### src/rtl/apb_master_arbiter.sv
// Two-requester APB arbiter with round-robin grant, driving one downstream APB slave.
// Define APB_ARB_TIMEOUT_EN to add an ACCESS-phase timeout (TIMEOUT_CYCLES) with a sticky timeout_o flag.
module apb_master_arbiter #(
  parameter int APB_ADDR_WIDTH = 32,
  parameter int APB_DATA_WIDTH = 32,
  parameter int TIMEOUT_CYCLES = 255
) (
  input  logic                      apb_pclk_i,
  input  logic                      apb_preset_ni,
  input  logic                      s0_psel_i,
  input  logic                      s0_penable_i,
  input  logic                      s0_pwrite_i,
  input  logic [APB_ADDR_WIDTH-1:0] s0_paddr_i,
  input  logic [APB_DATA_WIDTH-1:0] s0_pwdata_i,
  output logic [APB_DATA_WIDTH-1:0] s0_prdata_o,
  output logic                      s0_pready_o,
  input  logic                      s1_psel_i,
  input  logic                      s1_penable_i,
  input  logic                      s1_pwrite_i,
  input  logic [APB_ADDR_WIDTH-1:0] s1_paddr_i,
  input  logic [APB_DATA_WIDTH-1:0] s1_pwdata_i,
  output logic [APB_DATA_WIDTH-1:0] s1_prdata_o,
  output logic                      s1_pready_o,
  output logic                      m_psel_o,
  output logic                      m_penable_o,
  output logic                      m_pwrite_o,
  output logic [APB_ADDR_WIDTH-1:0] m_paddr_o,
  output logic [APB_DATA_WIDTH-1:0] m_pwdata_o,
  input  logic [APB_DATA_WIDTH-1:0] m_prdata_i,
  input  logic                      m_pready_i,
  output logic                      timeout_o,
  output logic [1:0]                fsm_state
);

  // Handshake: a requester raises psel and holds its controls until it sees its
  // pready high for one cycle; downstream, the transfer ends in the ACCESS cycle
  // where m_pready_i is sampled high.
  typedef enum logic [1:0] {IDLE = 2'd0, SETUP = 2'd1, ACCESS = 2'd2, RESP = 2'd3} state_t;

  state_t                    state;
  logic                      last_grant;
  logic                      grant;
  logic                      pick;
  logic                      done;
  logic [APB_DATA_WIDTH-1:0] resp_data;
  logic                      unused_inputs;

  assign fsm_state = state;

  // Round-robin: a tie goes to the port that did not win last time.
  always_comb begin
    pick = 1'b0;
    if (s0_psel_i && s1_psel_i) pick = ~last_grant;
    else if (s1_psel_i)         pick = 1'b1;
  end

`ifdef APB_ARB_TIMEOUT_EN
  logic [7:0] wait_cnt;
  logic       expired;

  assign unused_inputs = ^{s0_penable_i, s1_penable_i};

  always_comb begin
    expired   = (wait_cnt == 8'(TIMEOUT_CYCLES - 1));
    done      = m_pready_i;
    resp_data = m_prdata_i;
    if (!m_pready_i && expired) begin
      done      = 1'b1;
      resp_data = '1;
    end
  end

  always_ff @(posedge apb_pclk_i or negedge apb_preset_ni) begin
    if (!apb_preset_ni) begin
      wait_cnt  <= 8'd0;
      timeout_o <= 1'b0;
    end else if (state == SETUP) begin
      wait_cnt <= 8'd0;
    end else if (state == ACCESS && !m_pready_i) begin
      wait_cnt <= wait_cnt + 8'd1;
      if (expired) timeout_o <= 1'b1;
    end
  end
`else
  assign unused_inputs = ^{s0_penable_i, s1_penable_i, 8'(TIMEOUT_CYCLES)};
  assign timeout_o     = 1'b0;

  always_comb begin
    done      = m_pready_i;
    resp_data = m_prdata_i;
  end
`endif

  always_ff @(posedge apb_pclk_i or negedge apb_preset_ni) begin
    if (!apb_preset_ni) begin
      state       <= IDLE;
      last_grant  <= 1'b1;
      grant       <= 1'b0;
      m_psel_o    <= 1'b0;
      m_penable_o <= 1'b0;
      m_pwrite_o  <= 1'b0;
      m_paddr_o   <= '0;
      m_pwdata_o  <= '0;
      s0_pready_o <= 1'b0;
      s1_pready_o <= 1'b0;
      s0_prdata_o <= '0;
      s1_prdata_o <= '0;
    end else begin
      s0_pready_o <= 1'b0;
      s1_pready_o <= 1'b0;
      case (state)
        IDLE: begin
          if (s0_psel_i || s1_psel_i) begin
            grant      <= pick;
            m_paddr_o  <= pick ? s1_paddr_i  : s0_paddr_i;
            m_pwrite_o <= pick ? s1_pwrite_i : s0_pwrite_i;
            m_pwdata_o <= pick ? s1_pwdata_i : s0_pwdata_i;
            m_psel_o   <= 1'b1;
            state      <= SETUP;
          end
        end
        SETUP: begin
          m_penable_o <= 1'b1;
          state       <= ACCESS;
        end
        ACCESS: begin
          if (done) begin
            m_psel_o    <= 1'b0;
            m_penable_o <= 1'b0;
            if (grant) begin
              s1_pready_o <= 1'b1;
              s1_prdata_o <= resp_data;
            end else begin
              s0_pready_o <= 1'b1;
              s0_prdata_o <= resp_data;
            end
            state <= RESP;
          end
        end
        RESP: begin
          last_grant <= grant;
          state      <= IDLE;
        end
        default: state <= IDLE;
      endcase
    end
  end

endmodule

### config.mk
export PLATFORM = sky130hd
export DESIGN_NAME = apb_master_arbiter
export DESIGN_NICKNAME = d
export VERILOG_FILES = /design/src/rtl/apb_master_arbiter.sv
export SDC_FILE = /design/constraint.sdc
export NUM_CORES = 1
export LEC_CHECK = 0
export ABC_AREA = 1
export CORE_MARGIN = 2
export CORE_UTILIZATION = 43
export CTS_BUF_LIST = sky130_fd_sc_hd__clkbuf_4 sky130_fd_sc_hd__clkbuf_8
export DETAILED_ROUTE_END_ITERATION = 10
export GPL_TIMING_DRIVEN = 1
export PLACE_DENSITY = 0.88
export SYNTH_ARGS = -nofsm -noshare
export SYNTH_HDL_FRONTEND = slang
export SYNTH_SLANG_ARGS = --single-unit
### constraint.sdc
create_clock -name apb_pclk_i -period 1.83 [get_ports apb_pclk_i]
set_input_delay 0.549 -clock apb_pclk_i [delete_from_list [all_inputs] [get_ports apb_pclk_i]]
set_output_delay 0.549 -clock apb_pclk_i [all_outputs]
set_load 0.05 [all_outputs]
Word level (Yosys, flattened, before mapping)
Index checks and enable logic that the tools add are counted.
Widths: inputs -> output; s select.
{ "totals": {"regBits": 137, "in_bits": 169, "word_cells": 48} }
{ "classes": {"eq_ne": 5, "mux": 18, "bitwise_logic": 2, "reduce_logical": 11} }
{ "ops": {"columns": ["cell", "count"], "rows": [
  ["$mux 32", 2],
  ["$mux 1", 11],
  ["$reduce_and 3->1", 3],
  ["$pmux 2 s4", 1],
  ["$reduce_and 2->1", 3],
  ["$eq 2x2->1 const B", 2],
  ["$mux 2", 2],
  ["$ne 2x2->1 const B", 2],
  ["$pmux 1 s2", 2],
  ["$reduce_bool 2->1", 2],
  ["$eq 2x1->1 const B", 1],
  ["$logic_not 2->1", 1],
  ["$not 1->1", 2],
  ["$logic_and 1x1->1", 1],
  ["$logic_or 1x1->1", 1]
]} }

Logic depth before layout (Yosys ltp)
{ "depth": {"word_depth": 3, "depth_mapped": 9, "ltp_nobuf": 7} }

Worst setup path before layout
No wires, ideal clock.
{ "synth_timing": {"path_type": "register to register", "from": "reg state[0] (netlist: fsm_state[0])", "to": "reg s1_prdata_o[0]", "setup_time_ps": 130, "arrival_time_ps": 1729, "required_ps": 1700, "slack_ps": -29, "stages_incl_launch_ff": 9, "path_buffers": 2, "period_less_slack_ps": 1859, "cell_sequence": "dfrtp_1 inv_1 ha_1 nand2_1 inv_1 nand2_1 buf_2 clkbuf_1 o21ai_0"} }
{ "synth_between": {"elab_chain_len": 2} }
{ "synth_rtl": {"columns": ["element", "line_no", "source"], "rows": [
  ["start, declared", "40", "state_t state;"],
  ["start signal, assigned", "96", "state <= IDLE;"],
  ["start signal, assigned", "119", "state <= SETUP;"],
  ["start signal, assigned", "124", "state <= ACCESS;"],
  ["$eq 2x2->1", "111", "case (state)"],
  ["$reduce_and 3->1 (no line)", null, null],
  ["end signal, assigned", "132", "s1_prdata_o <= resp_data;"],
  ["end, declared", "22", "output logic [APB_DATA_WIDTH-1:0] s1_prdata_o,"]
]} }
No other way between the ends.
A chain may end at the register's enable or synchronous reset.

Final worst setup path
{ "layout_timing": {"from": "reg state[0] (netlist: fsm_state[0])", "to": "reg s0_prdata_o[6]"} }
{ "layout_between": {"elab_chain_len": 2} }
{ "layout_rtl": {"columns": ["element", "line_no", "source"], "rows": [
  ["$eq 2x2->1", "111", null],
  ["$reduce_and 3->1 (no line)", null, null],
  ["end signal, assigned", "135", "s0_prdata_o <= resp_data;"],
  ["end, declared", "15", "output logic [APB_DATA_WIDTH-1:0] s0_prdata_o,"]
]} }
No other way between the ends.

==> run summary <==
Cell internal power was estimated by the tool at 9.37 mW. The logs give -0.0673 ns for the post-placement setup slack and 0 for the DRC violation count after routing. The number of standard cells after synthesis came out at 848. The clock reaches the later pin of the worst-skew pair after 0.43 ns. Kind of start point of the critical path: a flip-flop. After the last flow step, the layout net total stands at 1,317. The sequential share of the synthesized area came out at 0.530. In this run the worst hold path is classified as in2async. The all-layer global routing usage was 0.245.

Post-CTS timing repair inserted 0 buffers for setup. The via count of the first global-routing pass is 6,314. At the end of routability-driven placement, the weighted congestion stood at 0.868. Counting the buffers created by CTS gives 17. The number of H-tree branching levels is 4, and the height of the die is 127 µm. Timing would allow up to 603 MHz. The effective utilization at floorplan was 0.442; the post-CTS clock slew at the launch and capture registers of the worst setup and hold paths was 0.08 ns. The arrival time of data at the critical path endpoint was 1.96 ns; the area overhead of the layout relative to synthesis was 53.9%.

The number of warnings printed during yosys synthesis was 0; the worst-path maximum fanout was 27. The net switching share of the total power was 0.513; the area share of the largest cell type after synthesis was 0.526. In this run the static leakage power is 5.55 nW.

The combinational cell fraction of total power came out at 0.589. Across the run, the number of max-cap violations was 0. In the post-synthesis netlist, the biggest area contributors are sky130_fd_sc_hd__dfrtp_1, sky130_fd_sc_hd__nand2_1, sky130_fd_sc_hd__nand3_1, sky130_fd_sc_hd__inv_1, sky130_fd_sc_hd__o21ai_0.

The number of antenna violations at the first check in global routing was 1. When the netlist entered floorplanning its net count stood at 1,022. Share of layout cells above drive strength 1: 0.175.

The run finished with clean final reports. For this block, the routed nets add up to 19,400 µm of wire. The placed cell count is 1,308. For this run the aggregate overflow at the end of global routing stands at 0. The cell area that synthesis handed to floorplanning was 0.00647 mm². The logs give 0.680 for the fraction of the core area covered by cells at the end of the flow and 6,416 for the via total after detailed routing. The tree built by TritonCTS fans out to 137 sinks.

Entering global routing, the biggest net connects 66 pins. The run gives 0 as the number of antenna cells inserted. In this run the remaining antenna-violating nets after routing total 0.

The slowest stage of the critical path belongs to the cell sky130_fd_sc_hd__dfrtp_2. Clock root buffer: sky130_fd_sc_hd__clkbuf_8. The endpoint kind of the worst setup timing path was a flip-flop. The logs give 5 for the number of detailed-route iterations in the first pass and 2 for the maximum count of clock buffers along a single path. The ratio of final minimum period to clock period came out at 0.906.

After synthesis, the netlist uses 16 different library cells. For the register-to-register path setup slack, the log shows 0.17 ns. In the final routed layout, each cell accounts on average for 14.5 µm. The die is 127 µm wide.

Power spread over the standard cell area amounts to 1930 mW/mm². For the worst setup path, the data required time is 2.13 ns. The via-per-instance ratio was 4.79. The synthesized design contains 137 register bits. The signal on the critical path passes through inv_1 > ha_1 > nand2_1 > inv_1 > nand2_2 > buf_12 > nand2_1 > o21ai_0. In this run the cell area measured after placement is 0.00954 mm². The async set-reset flop share out of synthesis works out to 1.00. In this run the most used layer during global routing was met2. TritonCTS built the clock tree.

The average instance in the mapped netlist occupies 7.63 µm². The biggest area contributor in the post-synthesis netlist is sky130_fd_sc_hd__dfrtp_1. In the post-synthesis netlist, the cell with the most instances is sky130_fd_sc_hd__nand2_1.

Counting flops with a built-in enable in the synthesized netlist gives 0. In this run, post-CTS repair resized a total of 0 instances. Clock power share: 0.134. Summed over all nets, the switching power comes to 9.89 mW.

The most used flip-flop cell after synthesis is sky130_fd_sc_hd__dfrtp_1. The largest single stage delay on the critical path is 0.46 ns. During I/O placement, the number of pins put on the boundary was 305.

The final number of hold-violating endpoints was 0. The clock arrives with 0.0144 ns of skew. Met1 track demand over resource in global routing: 0.294. The area of the placeable core was 0.0146 mm²; the post-route worst hold slack was 0.0302 ns. The first global-routing pass estimated 31,300 µm of wire.

Kind of critical path: reg2reg. For the final number of setup-violating endpoints, the log shows 0. For this design, the CTS-stage hold fixing added 0 buffers. The run gives 0.0586 as the met3 capacity usage during global routing. IR analysis of the VDD net gives a maximum drop of 0.999 mV. The count of final max-slew check failures came out at 0. Subtracting the final worst setup slack from the clock period gives 1.66 ns.

Total non-filler cell area in the finished layout: 0.00996 mm². The tools report the detailed placement HPWL as 14,200 µm. The run gives 0.277 as the share of total power in sequential cells. The global routing usage on met2 was 0.424. The run gives 44 as the total number of placement rows.

The starting DRC count in detailed routing was 341. The floorplan step defined a die boundary enclosing 0.0160 mm². By count the netlist is led by sky130_fd_sc_hd__nand2_1, sky130_fd_sc_hd__inv_1, sky130_fd_sc_hd__dfrtp_1. Port buffering added 301 buffers. Setup repair after global routing left no endpoint under its margin. The tools report the worst path setup slack after routing as 0.172 ns. Once layout is complete, the cells apart from fillers number 1,339.
layout make-up:
| class | count | area, µm² |
|---|---|---|
| Multi-Input combinational cell | 486 | 2140 |
| Clock inverter | 13 | 170 |
| Fill cell | 1178 | 4680 |
| Sequential cell | 137 | 3430 |
| Clock buffer | 18 | 248 |
| Tap cell | 184 | 230 |
| Timing Repair Buffer | 326 | 3080 |
| Inverter | 175 | 657 |
worst paths after layout:
kind / start / end / cells after the start
worst max-delay path: fsm_state[0] / s0_prdata_o[6] / 8
max in group asynchronous: apb_preset_ni / last_grant / 2
worst min register to register: m_pwdata_o[15] / m_pwdata_o[15] / 2
min in group apb_pclk_i: m_pwdata_o[15] / m_pwdata_o[15] / 2
worst max register to register: fsm_state[0] / s0_prdata_o[6] / 8
worst min-delay path: apb_preset_ni / s1_pready_o / 1
critical path, delay by kind of cell (launching register included):
| kind | cells | cell delay [ns] |
|---|---|---|
| buffers and inverters | 3 | 0.43 |
| DFF | 1 | 0.46 |
| and+or+nand+nor | 3 | 0.31 |
| adders and majority gates | 1 | 0.22 |
| AOI/OAI and AO/OA | 1 | 0.11 |
power by group through the flow:
stage	Combinational (mW)	Sequential, mW	Clock [mW]
floorplan	2.51	10.2	0
global placement	11.2	5.32	0
detailed placement	11.4	5.36	0
CTS	11.4	5.34	2.65
global route	12.0	5.53	2.80
finish	11.3	5.34	2.58
sequential cells by signal, indices dropped and copies added (netlist names):
name,cells
fsm_state,2
s0_prdata_o,32
m_penable_o,1
grant,1
m_psel_o,1
s1_prdata_o,32
s0_pready_o,1
m_pwrite_o,1
m_paddr_o,32
m_pwdata_o,32
s1_pready_o,1
last_grant,1
per-layer routing:
layer / share of wire / vias up
li1: - / 3135
met4: 0.035 / 2
met5: 0.00088 / -
met1: 0.40 / 2986
met3: 0.055 / 50
met2: 0.51 / 243
cells in the final DEF (no fill, tap or decap):
| master | synthesis | layout |
|---|---|---|
| sky130_fd_sc_hd__a21oi_1 | 4 | 4 |
| sky130_fd_sc_hd__buf_12 | 0 | 18 |
| sky130_fd_sc_hd__buf_2 | 28 | 1 |
| sky130_fd_sc_hd__buf_4 | 10 | 142 |
| sky130_fd_sc_hd__buf_6 | 0 | 1 |
| sky130_fd_sc_hd__bufinv_16 | 0 | 3 |
| sky130_fd_sc_hd__clkbuf_8 | 0 | 18 |
| sky130_fd_sc_hd__clkdlybuf4s50_1 | 0 | 164 |
| sky130_fd_sc_hd__clkinv_2 | 0 | 2 |
| sky130_fd_sc_hd__clkinv_4 | 0 | 4 |
| sky130_fd_sc_hd__clkinvlp_4 | 0 | 2 |
| sky130_fd_sc_hd__conb_1 | 1 | 1 |
| sky130_fd_sc_hd__dfrtp_1 | 136 | 135 |
| sky130_fd_sc_hd__dfrtp_2 | 0 | 1 |
| sky130_fd_sc_hd__dfstp_2 | 1 | 1 |
| sky130_fd_sc_hd__ha_1 | 5 | 5 |
| sky130_fd_sc_hd__inv_1 | 174 | 174 |
| sky130_fd_sc_hd__inv_2 | 1 | 1 |
| sky130_fd_sc_hd__inv_6 | 0 | 1 |
| sky130_fd_sc_hd__inv_8 | 0 | 1 |
| sky130_fd_sc_hd__nand2_1 | 273 | 269 |
| sky130_fd_sc_hd__nand2_2 | 0 | 4 |
| sky130_fd_sc_hd__nand3_1 | 133 | 133 |
| sky130_fd_sc_hd__nor2_1 | 3 | 3 |
| sky130_fd_sc_hd__nor2_4 | 0 | 1 |
| sky130_fd_sc_hd__o21ai_0 | 65 | 65 |
| sky130_fd_sc_hd__or2_2 | 1 | 1 |
per-stage QoR:
stage                     power [mW]  setup TNS (ns)
after detailed placement        16.8           -1.24
after global routing            20.3               0
after CTS                       19.4               0
after floorplan                 12.7               0
after global placement          16.5          -0.363
final                           19.3               0
kinds of logic after synthesis:
| logic type | count (synthesis) | share of synthesized area |
|---|---|---|
| simple gates | 411 | 0.265 |
| compound gates | 69 | 0.0534 |
| fa+ha+maj | 5 | 0.00967 |
| flops | 137 | 0.530 |
| buf+inv | 225 | 0.142 |
| other cells | 1 | 0.000579 |
Power figures use the tool's default switching activity.
